===== src/rtl/alu_result_collector_if.sv =====
// Result stream between the collector and its consumer.
// The collector drives valid/data; the consumer drives ready.
interface alu_result_collector_if;
  logic              out_valid;
  logic              out_ready;
  logic signed [5:0] out_data;

  modport master (output out_valid, output out_data, input out_ready);
  modport slave  (input out_valid, input out_data, output out_ready);
endinterface


===== src/rtl/alu_result_collector.sv =====
// Captures ALU results one cycle after alu_en, queues them in a show-ahead FIFO,
// and keeps a saturating running sum plus a saturating drop counter.
module alu_result_collector #(
  parameter int DEPTH = 4,
  parameter int ACC_W = 10
) (
  input  logic                      clk,
  input  logic                      rst_n,
  input  logic                      clr,
  input  logic                      alu_en,
  input  logic signed [5:0]         c,
  alu_result_collector_if.master    out_if,
  output logic [$clog2(DEPTH):0]    level,
  output logic                      full,
  output logic signed [ACC_W-1:0]   acc,
  output logic                      acc_sat,
  output logic [7:0]                drop_cnt
);

  localparam int PW = $clog2(DEPTH);
  localparam int LW = PW + 1;

  // Returns {clamped, value}; the ACC_W+1 sum can never itself overflow.
  function automatic logic [ACC_W:0] sat_add(input logic signed [ACC_W-1:0] a,
                                             input logic signed [5:0] b);
    logic [ACC_W:0] sum;
    sum = {a[ACC_W-1], a} + {{(ACC_W-5){b[5]}}, b};
    if (sum[ACC_W] != sum[ACC_W-1]) begin
      if (sum[ACC_W]) begin
        sat_add = {1'b1, 1'b1, {(ACC_W-1){1'b0}}};
      end else begin
        sat_add = {1'b1, 1'b0, {(ACC_W-1){1'b1}}};
      end
    end else begin
      sat_add = {1'b0, sum[ACC_W-1:0]};
    end
  endfunction

  logic                    en_q, en_d;
  logic [PW-1:0]           rd_ptr_q, rd_ptr_d;
  logic [PW-1:0]           wr_ptr_q, wr_ptr_d;
  logic [LW-1:0]           level_q, level_d;
  logic signed [ACC_W-1:0] acc_q, acc_d;
  logic                    acc_sat_q, acc_sat_d;
  logic [7:0]              drop_cnt_q, drop_cnt_d;
  logic signed [5:0]       mem_q [DEPTH];

  logic                    full_s;
  logic                    pop_s;
  logic                    push_s;
  logic                    drop_s;
  logic                    mem_we_s;
  logic [ACC_W:0]          sum_s;

  // Handshake decode: a pop frees a slot for a same-cycle push when full.
  always_comb begin
    full_s   = (level_q == LW'(DEPTH));
    pop_s    = (level_q != {LW{1'b0}}) && out_if.out_ready;
    push_s   = en_q && (!full_s || pop_s);
    drop_s   = en_q && full_s && !pop_s;
    mem_we_s = push_s && !clr;
  end

  // Next-state logic; clr overrides every other update in its cycle.
  always_comb begin
    en_d       = alu_en;
    rd_ptr_d   = rd_ptr_q;
    wr_ptr_d   = wr_ptr_q;
    level_d    = level_q;
    acc_d      = acc_q;
    acc_sat_d  = acc_sat_q;
    drop_cnt_d = drop_cnt_q;
    sum_s      = sat_add(acc_q, c);
    if (clr) begin
      en_d       = 1'b0;
      rd_ptr_d   = {PW{1'b0}};
      wr_ptr_d   = {PW{1'b0}};
      level_d    = {LW{1'b0}};
      acc_d      = {ACC_W{1'b0}};
      acc_sat_d  = 1'b0;
      drop_cnt_d = 8'd0;
    end else begin
      if (pop_s) begin
        rd_ptr_d = rd_ptr_q + PW'(1);
      end else begin
        rd_ptr_d = rd_ptr_q;
      end
      if (push_s) begin
        wr_ptr_d  = wr_ptr_q + PW'(1);
        acc_d     = sum_s[ACC_W-1:0];
        acc_sat_d = acc_sat_q | sum_s[ACC_W];
      end else begin
        wr_ptr_d  = wr_ptr_q;
      end
      if (drop_s && (drop_cnt_q != 8'hFF)) begin
        drop_cnt_d = drop_cnt_q + 8'd1;
      end else begin
        drop_cnt_d = drop_cnt_q;
      end
      case ({push_s, pop_s})
        2'b10:   level_d = level_q + LW'(1);
        2'b01:   level_d = level_q - LW'(1);
        default: level_d = level_q;
      endcase
    end
  end

  // Control and status registers.
  always_ff @(posedge clk or negedge rst_n) begin
    if (!rst_n) begin
      en_q       <= 1'b0;
      rd_ptr_q   <= {PW{1'b0}};
      wr_ptr_q   <= {PW{1'b0}};
      level_q    <= {LW{1'b0}};
      acc_q      <= {ACC_W{1'b0}};
      acc_sat_q  <= 1'b0;
      drop_cnt_q <= 8'd0;
    end else begin
      en_q       <= en_d;
      rd_ptr_q   <= rd_ptr_d;
      wr_ptr_q   <= wr_ptr_d;
      level_q    <= level_d;
      acc_q      <= acc_d;
      acc_sat_q  <= acc_sat_d;
      drop_cnt_q <= drop_cnt_d;
    end
  end

  // Storage array; contents are meaningless until written, so it has no reset.
  always_ff @(posedge clk) begin
    if (mem_we_s) begin
      mem_q[wr_ptr_q] <= c;
    end
  end

  assign out_if.out_valid = (level_q != {LW{1'b0}});
  assign out_if.out_data  = mem_q[rd_ptr_q];
  assign level            = level_q;
  assign full             = full_s;
  assign acc              = acc_q;
  assign acc_sat          = acc_sat_q;
  assign drop_cnt         = drop_cnt_q;

endmodule

===== src/flat_wrapper.sv =====
// flat-port wrapper written by rule: the top's interface ports become plain ports
module alu_result_collector_flat 
#(
  parameter int DEPTH = 4,
  parameter int ACC_W = 10
)
  (clk, rst_n, clr, alu_en, c, level, full, acc, acc_sat, drop_cnt, out_if_out_valid, out_if_out_data, out_if_out_ready);
  alu_result_collector_if out_if_i ();
  input  logic clk;
  input  logic rst_n;
  input  logic clr;
  input  logic alu_en;
  input  logic signed [5:0] c;
  output logic [$clog2(DEPTH):0] level;
  output logic full;
  output logic signed [ACC_W-1:0] acc;
  output logic acc_sat;
  output logic [7:0] drop_cnt;
  output wire logic [$bits(out_if_i.out_valid)-1:0] out_if_out_valid;
  output wire logic [$bits(out_if_i.out_data)-1:0] out_if_out_data;
  input wire logic [$bits(out_if_i.out_ready)-1:0] out_if_out_ready;
  assign out_if_out_valid = out_if_i.out_valid;
  assign out_if_out_data = out_if_i.out_data;
  assign out_if_i.out_ready = out_if_out_ready;
  alu_result_collector #(.DEPTH(DEPTH), .ACC_W(ACC_W)) u_core (.clk(clk), .rst_n(rst_n), .clr(clr), .alu_en(alu_en), .c(c), .out_if(out_if_i), .level(level), .full(full), .acc(acc), .acc_sat(acc_sat), .drop_cnt(drop_cnt));
endmodule

===== config.mk =====
export PLATFORM = sky130hd
export DESIGN_NAME = alu_result_collector_flat
export DESIGN_NICKNAME = d
export VERILOG_FILES = /design/src/rtl/alu_result_collector_if.sv /design/src/rtl/alu_result_collector.sv /design/src/flat_wrapper.sv
export SDC_FILE = /design/constraint.sdc
export NUM_CORES = 1
export LEC_CHECK = 0
export BUFFER_PORTS_ARGS = -buffer_cell sky130_fd_sc_hd__buf_2
export CAP_MARGIN = 20
export CORE_ASPECT_RATIO = 0.75
export CORE_MARGIN = 2
export CORE_UTILIZATION = 61
export DETAILED_ROUTE_END_ITERATION = 16
export MAX_ROUTING_LAYER = met4
export PLACE_DENSITY = 0.82
export SLEW_MARGIN = 20
export SYNTH_ARGS = -nofsm -noshare
export SYNTH_HDL_FRONTEND = slang
export SYNTH_SLANG_ARGS = --single-unit
export TNS_END_PERCENT = 30

===== constraint.sdc =====
create_clock -name clk -period 5.4 [get_ports clk]
set_input_delay 1.08 -clock clk [delete_from_list [all_inputs] [get_ports clk]]
set_output_delay 1.08 -clock clk [all_outputs]
set_load 0.05 [all_outputs]

==> summary.txt <==
Die H: 63.3 um
synth warn: 0
clock skew: 0.00781 ns
DRT Pass-1 Iters: 4
DR vias/cell: 5.96
Initial Util: 0.635
Max VDD drop: 168 uV
first-pass GRT wire length: 9500 um
Placed Instances: 340
Layout Area Growth over Synthesis: 11.7%
Die ar.: 0.00525 sq mm
Max Clk Rate: 349 MHz
top cells by area, synth: edfxtp_1 25%, dfrtp_1 24%, ha_1 6.6%
clock slew seen by the registers of the worst setup and hold paths: 0.09 ns
ANT cells: 0
Post-route DRC: 0
Worst Path Arrival: 3.04 ns
top_reg_cell synth: dfrtp_1
hpwl dp: 3890 um
pwr dens: 296 mW/mm^2
cts repair resizes: 0
dpl ws: 2.24 ns
Final ANT Viol Nets: 0
initial antenna violation count: 0
Hold Crit Class: flop to flop
Pleak: 1.40 nW
EDFF count, synth: 24
largest net degree at the start of global routing: 28
nature of the critical path startpoint: input pin
Via Count: 2,075
critical path fanouts, max: 6
RSZ-0062 raised after global routing: false
post-synthesis sequential area ratio: 0.489
Final Routed Wirelength: 5470 um
vias in the first global route: 1,964
type of destination of the critical path: flop
Slew @ Worst Pin: 0.602 ns
Synth cell types: 53
Root Driver: clkbuf_8
Synth top area share: 0.252
Max-cap violations: 0
fillers: 328
CTS Sinks: 51
Placer Congestion: 0.896
mapped cell area: 0.00286 sq mm
postcts setup bufs: 0
TritonCTS clock tree: done
H-Tree Depth: 2
Synth area leader: edfxtp_1
fin crit period: 2.87 ns
fin cells: 348
status: finished, final reports clean
DR WL/cell: 15.7 um
gr usage total: 0.234
Slew Limit Fails: 0
syn nets: 281
clock latency on the worst-skew pair: 0.31 ns
WP data required: 5.58 ns
fin nets: 318
CTS Hold Bufs: 0
Row Count: 21
first-iteration detailed-routing DRC count: 121
final setup fails: 0
Buffers on Ports: 40
Fin Setup TNS: 0 ns
Max Root-Sink Buffers: 2
synthesis-stage register bit count: 51
final hold viol count: 0
final worst-path cycle share: 0.531
Syn Inst Count: 253
Final Worst Setup Slack: 2.53 ns
CTS Buf Count: 5
FFs w/ async S/R, synth: 0.529
ratio of cells with drive above 1 in the final layout: 0.216
total power: 945 uW
gr ovfl total: 0
worst rel slew slack: 0.599
CP Class: input pin to flop
die width: 83 um
Core ar.: 0.00449 sq mm
I/O Pins: 41
mean post-synth cell area: 11.3 sq um
-- layout make-up --
class,instances,area (sq um),area share
clock buffer,5,68.8,0.0216
clock inverter,3,46.3,0.0145
inverter,11,41.3,0.0129
multi-input combinational,181,1370,0.428
sequential,51,1400,0.438
tap,57,71.3,0.0224
timing repair buffer,40,200,0.0627
-- final timing paths --
kind | startpoint | slack, ns | endpoint | cells past startpoint
min in group asynchronous | rst_n | 0.77 | u_core.level[2] | 1
max in group asynchronous | rst_n | 4.24 | u_core.acc[2] | 1
min reg2reg | u_core.acc_sat | 0.54 | u_core.acc_sat | 2
max reg2reg | u_core.acc[4] | 3.01 | u_core.acc[0] | 7
max | c[4] | 2.53 | u_core.acc[0] | 8
min | u_core.acc_sat | 0.54 | u_core.acc_sat | 2
-- metrics by stage --
| stage | utilization | cell area [sq um] | hold slack, ns |
|---|---|---|---|
| 3_5_place_dp | 0.684 | 3080 | 0.527 |
| 2_1_floorplan | - | 2860 | 0.541 |
| 3_3_place_gp | 0.684 | 3080 | 0.515 |
| 4_1_cts | 0.710 | 3190 | 0.534 |
| 5_1_grt | 0.710 | 3190 | 0.582 |
| 6_report | 0.710 | 3190 | 0.536 |
-- logic make-up after synthesis --
group           after synthesis  share of synthesized area
simple gates                 80                      0.142
compound gates               59                      0.144
flops                        51                      0.489
buf+inv                      21                     0.0324
xor+xnor                     17                     0.0587
fa+ha+maj                    17                     0.0798
mux                           8                     0.0543
-- synth_stat cells (2+ instances only) --
| master | number |
|---|---|
| or3_1 | 3 |
| nor4_1 | 2 |
| dfrtp_1 | 27 |
| buf_1 | 2 |
| a31oi_1 | 4 |
| mux2i_1 | 2 |
| a21o_1 | 3 |
| and3_1 | 2 |
| a21oi_1 | 18 |
| nand4_1 | 2 |
| and2_1 | 5 |
| nor2b_1 | 4 |
| nand3_1 | 7 |
| buf_2 | 2 |
| ha_1 | 15 |
| xor2_1 | 10 |
| a22oi_1 | 7 |
| a311oi_1 | 3 |
| xnor2_1 | 6 |
| inv_1 | 11 |
| nand2_1 | 22 |
| clkbuf_1 | 4 |
| nand2b_1 | 2 |
| edfxtp_1 | 24 |
| a21boi_0 | 2 |
| mux4_2 | 6 |
| nor3_1 | 5 |
| nor2_1 | 21 |
| o221ai_1 | 2 |
| fa_1 | 2 |
| o21ai_0 | 6 |
-- metal layers --
layer | GRT usage | routed length [um]
met2 | 0.346 | 2500
met1 | 0.331 | 2650
met3 | 0.0537 | 235
met4 | 0.0656 | 85
met5 | - | 0
-- layout by cell type (no fill, tap or decap), types with 5 or more instances in the layout --
cell / count
nor2_1: 21
mux4_2: 6
dfrtp_1: 27
buf_2: 40
a21oi_1: 18
and2_1: 5
xnor2_1: 6
nand3_1: 7
nor3_1: 5
a22oi_1: 7
inv_1: 11
edfxtp_1: 24
ha_1: 15
xor2_1: 10
nand2_1: 22
clkbuf_8: 5
o21ai_0: 6
-- worst max-delay path, stage by stage --
cell and delay (ns):
buf_2 0.12, ha_1 0.36, and2_4 0.19, a221oi_2 0.28, a21oi_2 0.15, or2_1 0.35, a311oi_1 0.34, o221ai_1 0.16
-- where the power goes --
part / total (mW) / leakage, nW / switching (mW) / internal (mW)
Clock: 0.271 / 0.0548 / 0.132 / 0.140
Combinational: 0.231 / 0.763 / 0.153 / 0.0778
Sequential: 0.443 / 0.586 / 0.0216 / 0.421
-- flip-flops by register name (all words and copies together), names as in the netlist --
name	flops
u_core.level	3
u_core.drop_cnt	8
u_core.mem_q	24
u_core.wr_ptr_q	2
u_core.rd_ptr_q	2
u_core.acc_sat	1
u_core.acc	10
u_core.en_q	1
No activity file was read; power rests on OpenSTA's default activity.
